--- src/rtl/switch_debounce_pkg.sv ---
// Shared constants and sizing helper for the switch conditioning block.
// Pure declarations; no logic, no latency, no flow control.
package switch_debounce_pkg;

    // 10 ms at 100 MHz for silicon; a short window keeps simulation fast.
    localparam int CNT_MAX_HW  = 1_000_000;
    localparam int CNT_MAX_SIM = 4;

    function automatic int cnt_width(input int max);
        return $clog2(max + 1);
    endfunction

endpackage

--- src/rtl/debounce_bit.sv ---
// One switch bit: synchroniser chain, stability counter, output level flop and edge pulses.
// Latency SYNC_STAGES+CNT_MAX edges for a clean step; no backpressure, pulses are fire-and-forget.
module debounce_bit
    import switch_debounce_pkg::*;
#(
    parameter int SYNC_STAGES = 2,
    parameter int CNT_MAX     = CNT_MAX_HW
) (
    input  logic clk,
    input  logic rst,
    input  logic i_sw,
    output logic o_sw,
    output logic o_rise,
    output logic o_fall,
    output logic o_accept
);

    localparam int CW = cnt_width(CNT_MAX);

    logic [SYNC_STAGES-1:0] r_sync;
    logic [CW-1:0]          r_cnt;
    logic                   r_sw;
    logic                   r_rise;
    logic                   r_fall;

    logic w_s;
    logic w_diff;
    logic w_done;

    always_ff @(posedge clk or posedge rst) begin
        if (rst) begin
            r_sync <= '0;
        end else begin
            r_sync <= {r_sync[SYNC_STAGES-2:0], i_sw};
        end
    end

    assign w_s    = r_sync[SYNC_STAGES-1];
    assign w_diff = w_s ^ r_sw;
    // Any return to the accepted level clears the count, so bounces earn no partial credit.
    assign w_done = w_diff && (r_cnt == CW'(CNT_MAX - 1));

    always_ff @(posedge clk or posedge rst) begin
        if (rst) begin
            r_cnt  <= '0;
            r_sw   <= 1'b0;
            r_rise <= 1'b0;
            r_fall <= 1'b0;
        end else begin
            r_rise <= w_done & w_s;
            r_fall <= w_done & ~w_s;
            if (!w_diff || w_done) begin
                r_cnt <= '0;
            end else begin
                r_cnt <= r_cnt + CW'(1);
            end
            if (w_done) begin
                r_sw <= w_s;
            end
        end
    end

    assign o_sw     = r_sw;
    assign o_rise   = r_rise;
    assign o_fall   = r_fall;
    assign o_accept = w_done;

endmodule

--- src/rtl/switch_debounce.sv ---
// Conditions WIDTH raw switch levels into debounced levels plus per-bit rise/fall and a shared changed pulse.
// Latency SYNC_STAGES+CNT_MAX edges; no backpressure, all outputs are registered one-cycle pulses/levels.
module switch_debounce
    import switch_debounce_pkg::*;
#(
    parameter int WIDTH       = 4,
    parameter int SYNC_STAGES = 2,
    parameter int CNT_MAX     = CNT_MAX_HW
) (
    input  logic             clk,
    input  logic             rst,
    input  logic [WIDTH-1:0] sw_in,
    output logic [WIDTH-1:0] sw_out,
    output logic [WIDTH-1:0] rise,
    output logic [WIDTH-1:0] fall,
    output logic             changed
);

    logic [WIDTH-1:0] w_accept;
    logic             r_changed;

    for (genvar g = 0; g < WIDTH; g++) begin : g_bit
        debounce_bit #(
            .SYNC_STAGES (SYNC_STAGES),
            .CNT_MAX     (CNT_MAX)
        ) u_bit (
            .clk      (clk),
            .rst      (rst),
            .i_sw     (sw_in[g]),
            .o_sw     (sw_out[g]),
            .o_rise   (rise[g]),
            .o_fall   (fall[g]),
            .o_accept (w_accept[g])
        );
    end

    // Registered from the per-bit accept strobes so it lines up with rise/fall, not a cycle behind.
    always_ff @(posedge clk or posedge rst) begin
        if (rst) begin
            r_changed <= 1'b0;
        end else begin
            r_changed <= |w_accept;
        end
    end

    assign changed = r_changed;

endmodule

--- config.mk ---
export PLATFORM = sky130hd
export DESIGN_NAME = switch_debounce
export DESIGN_NICKNAME = d
export VERILOG_FILES = /design/src/rtl/switch_debounce_pkg.sv /design/src/rtl/debounce_bit.sv /design/src/rtl/switch_debounce.sv
export SDC_FILE = /design/constraint.sdc
export NUM_CORES = 1
export LEC_CHECK = 0
export ABC_CLOCK_PERIOD_IN_PS = 3600
export CORE_AREA = 2 2 107 109
export CTS_BUF_LIST = sky130_fd_sc_hd__clkbuf_8
export CTS_CLUSTER_DIAMETER = 80
export CTS_CLUSTER_SIZE = 40
export DETAILED_ROUTE_END_ITERATION = 10
export DIE_AREA = 0 0 109 111
export DONT_BUFFER_PORTS = 1
export HOLD_SLACK_MARGIN = 0.05
export PLACE_DENSITY = 0.59
export SETUP_SLACK_MARGIN = 0.2
export SYNTH_ARGS = -nofsm -noshare
export SYNTH_HDL_FRONTEND = slang
export SYNTH_SLANG_ARGS = --single-unit
--- constraint.sdc ---
create_clock -name clk -period 3.6 [get_ports clk]
set_input_delay 1.08 -clock clk [delete_from_list [all_inputs] [get_ports clk]]
set_output_delay 1.08 -clock clk [all_outputs]
set_load 0.1 [all_outputs]
==> out/metrics.yaml <==
maxCapViolations: 0
ys_types: 46
r2r.worst_path.cells: 5
syn_area_mm2: 0.00486
multi_input_area_mm2: 0.00211
cts_hold_buf: 0
io_pins: 19
setup_ws_ps: 1150
syn2layout_area_growth_pct: 5.66
antenna_found_initial: 0
report.final.setup_viol: 0
dp_cells: 597
drc: 0
hold_viol: 0
cts.reportedPaths.clkPinSlew_ps: 90
rsz0062_at_grt: "no"
hold_path_class: "flip-flop to flip-flop"
dieHeight_um: 111
synth_area_leaders: "dfrtp_1 (52%), xnor2_1 (5.4%), nor2_1 (4.6%)"
yosysTopAreaCellShare_pct: 52.0
yosysTopAreaCell: "dfrtp_1"
max_freq_mhz: 408
synth-edff-count: 0
fin_skew_ps: 5.80
die_w_um: 109
grt_pass1_wl_um: 15600
slew_viol_final: 0
tightest_slew_ps: 988
dieArea_mm2: 0.0121
grt_use_total_pct: 16.0
startpoint: "g_bit[1].u_bit.o_sw$_DFFE_PP0P_"
grt_max_degree: 102
wl_per_cell_um: 14.4
min_period_ps: 2450
worstReg2RegStart: "g_bit[3].u_bit.r_cnt[0]$_DFF_PP0_"
wirelength_um: 8860
postSynthAreaPerCell_um2: 10.2
grt_pass1_vias: 3289
setup_tns_ps: 0
power.total_mw: 2.04
insertion_delay_ps: 370
drt_iter0_drc: 171
cts_buffer_depth: 2
detail-route-antenna-nets: 0
synth_cells: 476
regArea_mm2: 0.00253
arrival_ps: 1370
powerDensity_mw_per_mm2: 397
leakagePower_nw: 2.03
fin_crit_sh_pct: 68.1
final_util_pct: 46.4
cts.sinks: 101
min_from: "g_bit[1].u_bit.r_sync[0]$_DFF_PP0_"
drtPass1Iterations: 4
yosysWarningCount: 0
routed-via-count: 3350
crit_fanout: 5
vias_per_cell: 5.46
vdd_drop_max_mv: 0.227
syn_nets: 486
nets: 475
fin_hold_ws_ps: 357
fillers: 1026
synth-main-ff-cell: "dfrtp_1"
grt-ovfl-total: 0
initial_core_util_pct: 43.9
synth-seq-cells: 101
postCtsSetupBuffers: 0
holdPathStages: 0
cts_tree: "done"
timing_worst_setup_path_type: "flip-flop to primary output"
ys_seq_area_share_pct: 52.0
preCtsSetupSlack_ps: 1420
diodes: 0
async_flop_share_pct: 100
final_area_mm2: 0.00514
cp-start-kind: "flip-flop"
finalNonFillerCells: 613
drive_above_1_share_pct: 8.51
cts-root-buf: "clkbuf_8"
status: "finished, final reports clean"
required_ps: 2520
cts-resized-gates: 0
core_mm2: 0.0111
dpl_cell_area_mm2: 0.00491
gp_congestion: 0.812
cp.depth: 0
htree_levels: 3
hpwl_um: 5880
io_buffers: 0
cts_buffers: 9
rows: 39
cp-end-kind: "primary output"
max_slew_margin_pct: 34.1
==> metal layers <==
| metal | vias up | routed length [um] | global-route usage [%] |
|---|---|---|---|
| met2 | 39 | 4170 | 24.5 |
| met4 | 0 | 106 | 4.53 |
| met5 | - | 0 | 0 |
| li1 | 1654 | - | - |
| met3 | 10 | 274 | 4.29 |
| met1 | 1647 | 4300 | 22.3 |
==> layout by cell type (no fill, tap or decap), types with 2 or more instances in the layout <==
cell       count
o21ai_0       13
xnor2_1       30
nor4_1        13
nor3b_1        9
and4_1         4
nor4bb_1       2
and2_1         2
nand2_1       22
xor2_1        22
a21oi_1       23
or4_1         15
nor3_1        11
bufinv_16      2
nor2_1        59
a31o_2         2
clkbuf_8      11
and3_1        10
clkinv_2       2
or4b_2         3
inv_1         16
dfrtp_1      101
mux2_2         4
ha_1           4
o31ai_1        7
nand3_1       35
nand4_1       14
a21bo_2        3
or3_1         11
==> state kept, by name, indices dropped and copies added (netlist names) <==
| register | flops |
|---|---|
| changed | 1 |
| g_bit.u_bit.o_fall | 4 |
| g_bit.u_bit.o_rise | 4 |
| g_bit.u_bit.o_sw | 4 |
| g_bit.u_bit.r_cnt | 80 |
| g_bit.u_bit.r_sync | 8 |
==> cell families (layout without fill, tap and decap cells) <==
family / Yosys count / count (layout) / synth area share [%]
simple gates: 222 / 222 / 25.4
flops: 101 / 101 / 52.0
compound gates: 53 / 53 / 6.77
xor+xnor: 52 / 52 / 9.37
buf+inv: 40 / 34 / 4.53
fa+ha+maj: 4 / 4 / 1.03
mux: 4 / 4 / 0.926
==> final cells by class <==
cell class                 instances  area share [%]
multi-input combinational        335            41.2
inverter                          16            1.24
timing repair buffer               2           0.536
clock buffer                      11            2.95
sequential                       101            49.2
tap                              143            3.48
clock inverter                     5            1.44
==> Yosys cell counts, types with 7 or more instances <==
library cell and instances:
a21oi_1 23, and3_1 10, buf_4 13, dfrtp_1 101
inv_1 16, nand2_1 22, nand3_1 35, nand4_1 14
nor2_1 59, nor3_1 11, nor3b_1 9, nor4_1 13
o21ai_0 13, o31ai_1 7, or3_1 11, or4_1 15
xnor2_1 30, xor2_1 22
==> power by group <==
| group | leakage, nW | total, mW | switching [mW] | internal [mW] |
|---|---|---|---|---|
| logic | 0.530 | 0.0626 | 0.0447 | 0.0180 |
| clock network | 0.121 | 0.810 | 0.385 | 0.425 |
| registers | 1.38 | 1.17 | 0.0168 | 1.15 |
| total | 2.03 | 2.04 | 0.447 | 1.59 |
==> worst paths after layout <==
check	slack [ps]	endpoint
setup reg to reg	1420	g_bit[3].u_bit.r_cnt[18]$_DFF_PP0_
min in group asynchronous	710	g_bit[3].u_bit.r_sync[0]$_DFF_PP0_
setup / recovery	1150	sw_out[1]
max in group asynchronous	2460	g_bit[0].u_bit.r_cnt[8]$_DFF_PP0_
hold / removal	360	g_bit[1].u_bit.r_sync[1]$_DFF_PP0_
hold reg to reg	360	g_bit[1].u_bit.r_sync[1]$_DFF_PP0_
Note: power is estimated with default switching activity, not from simulation.
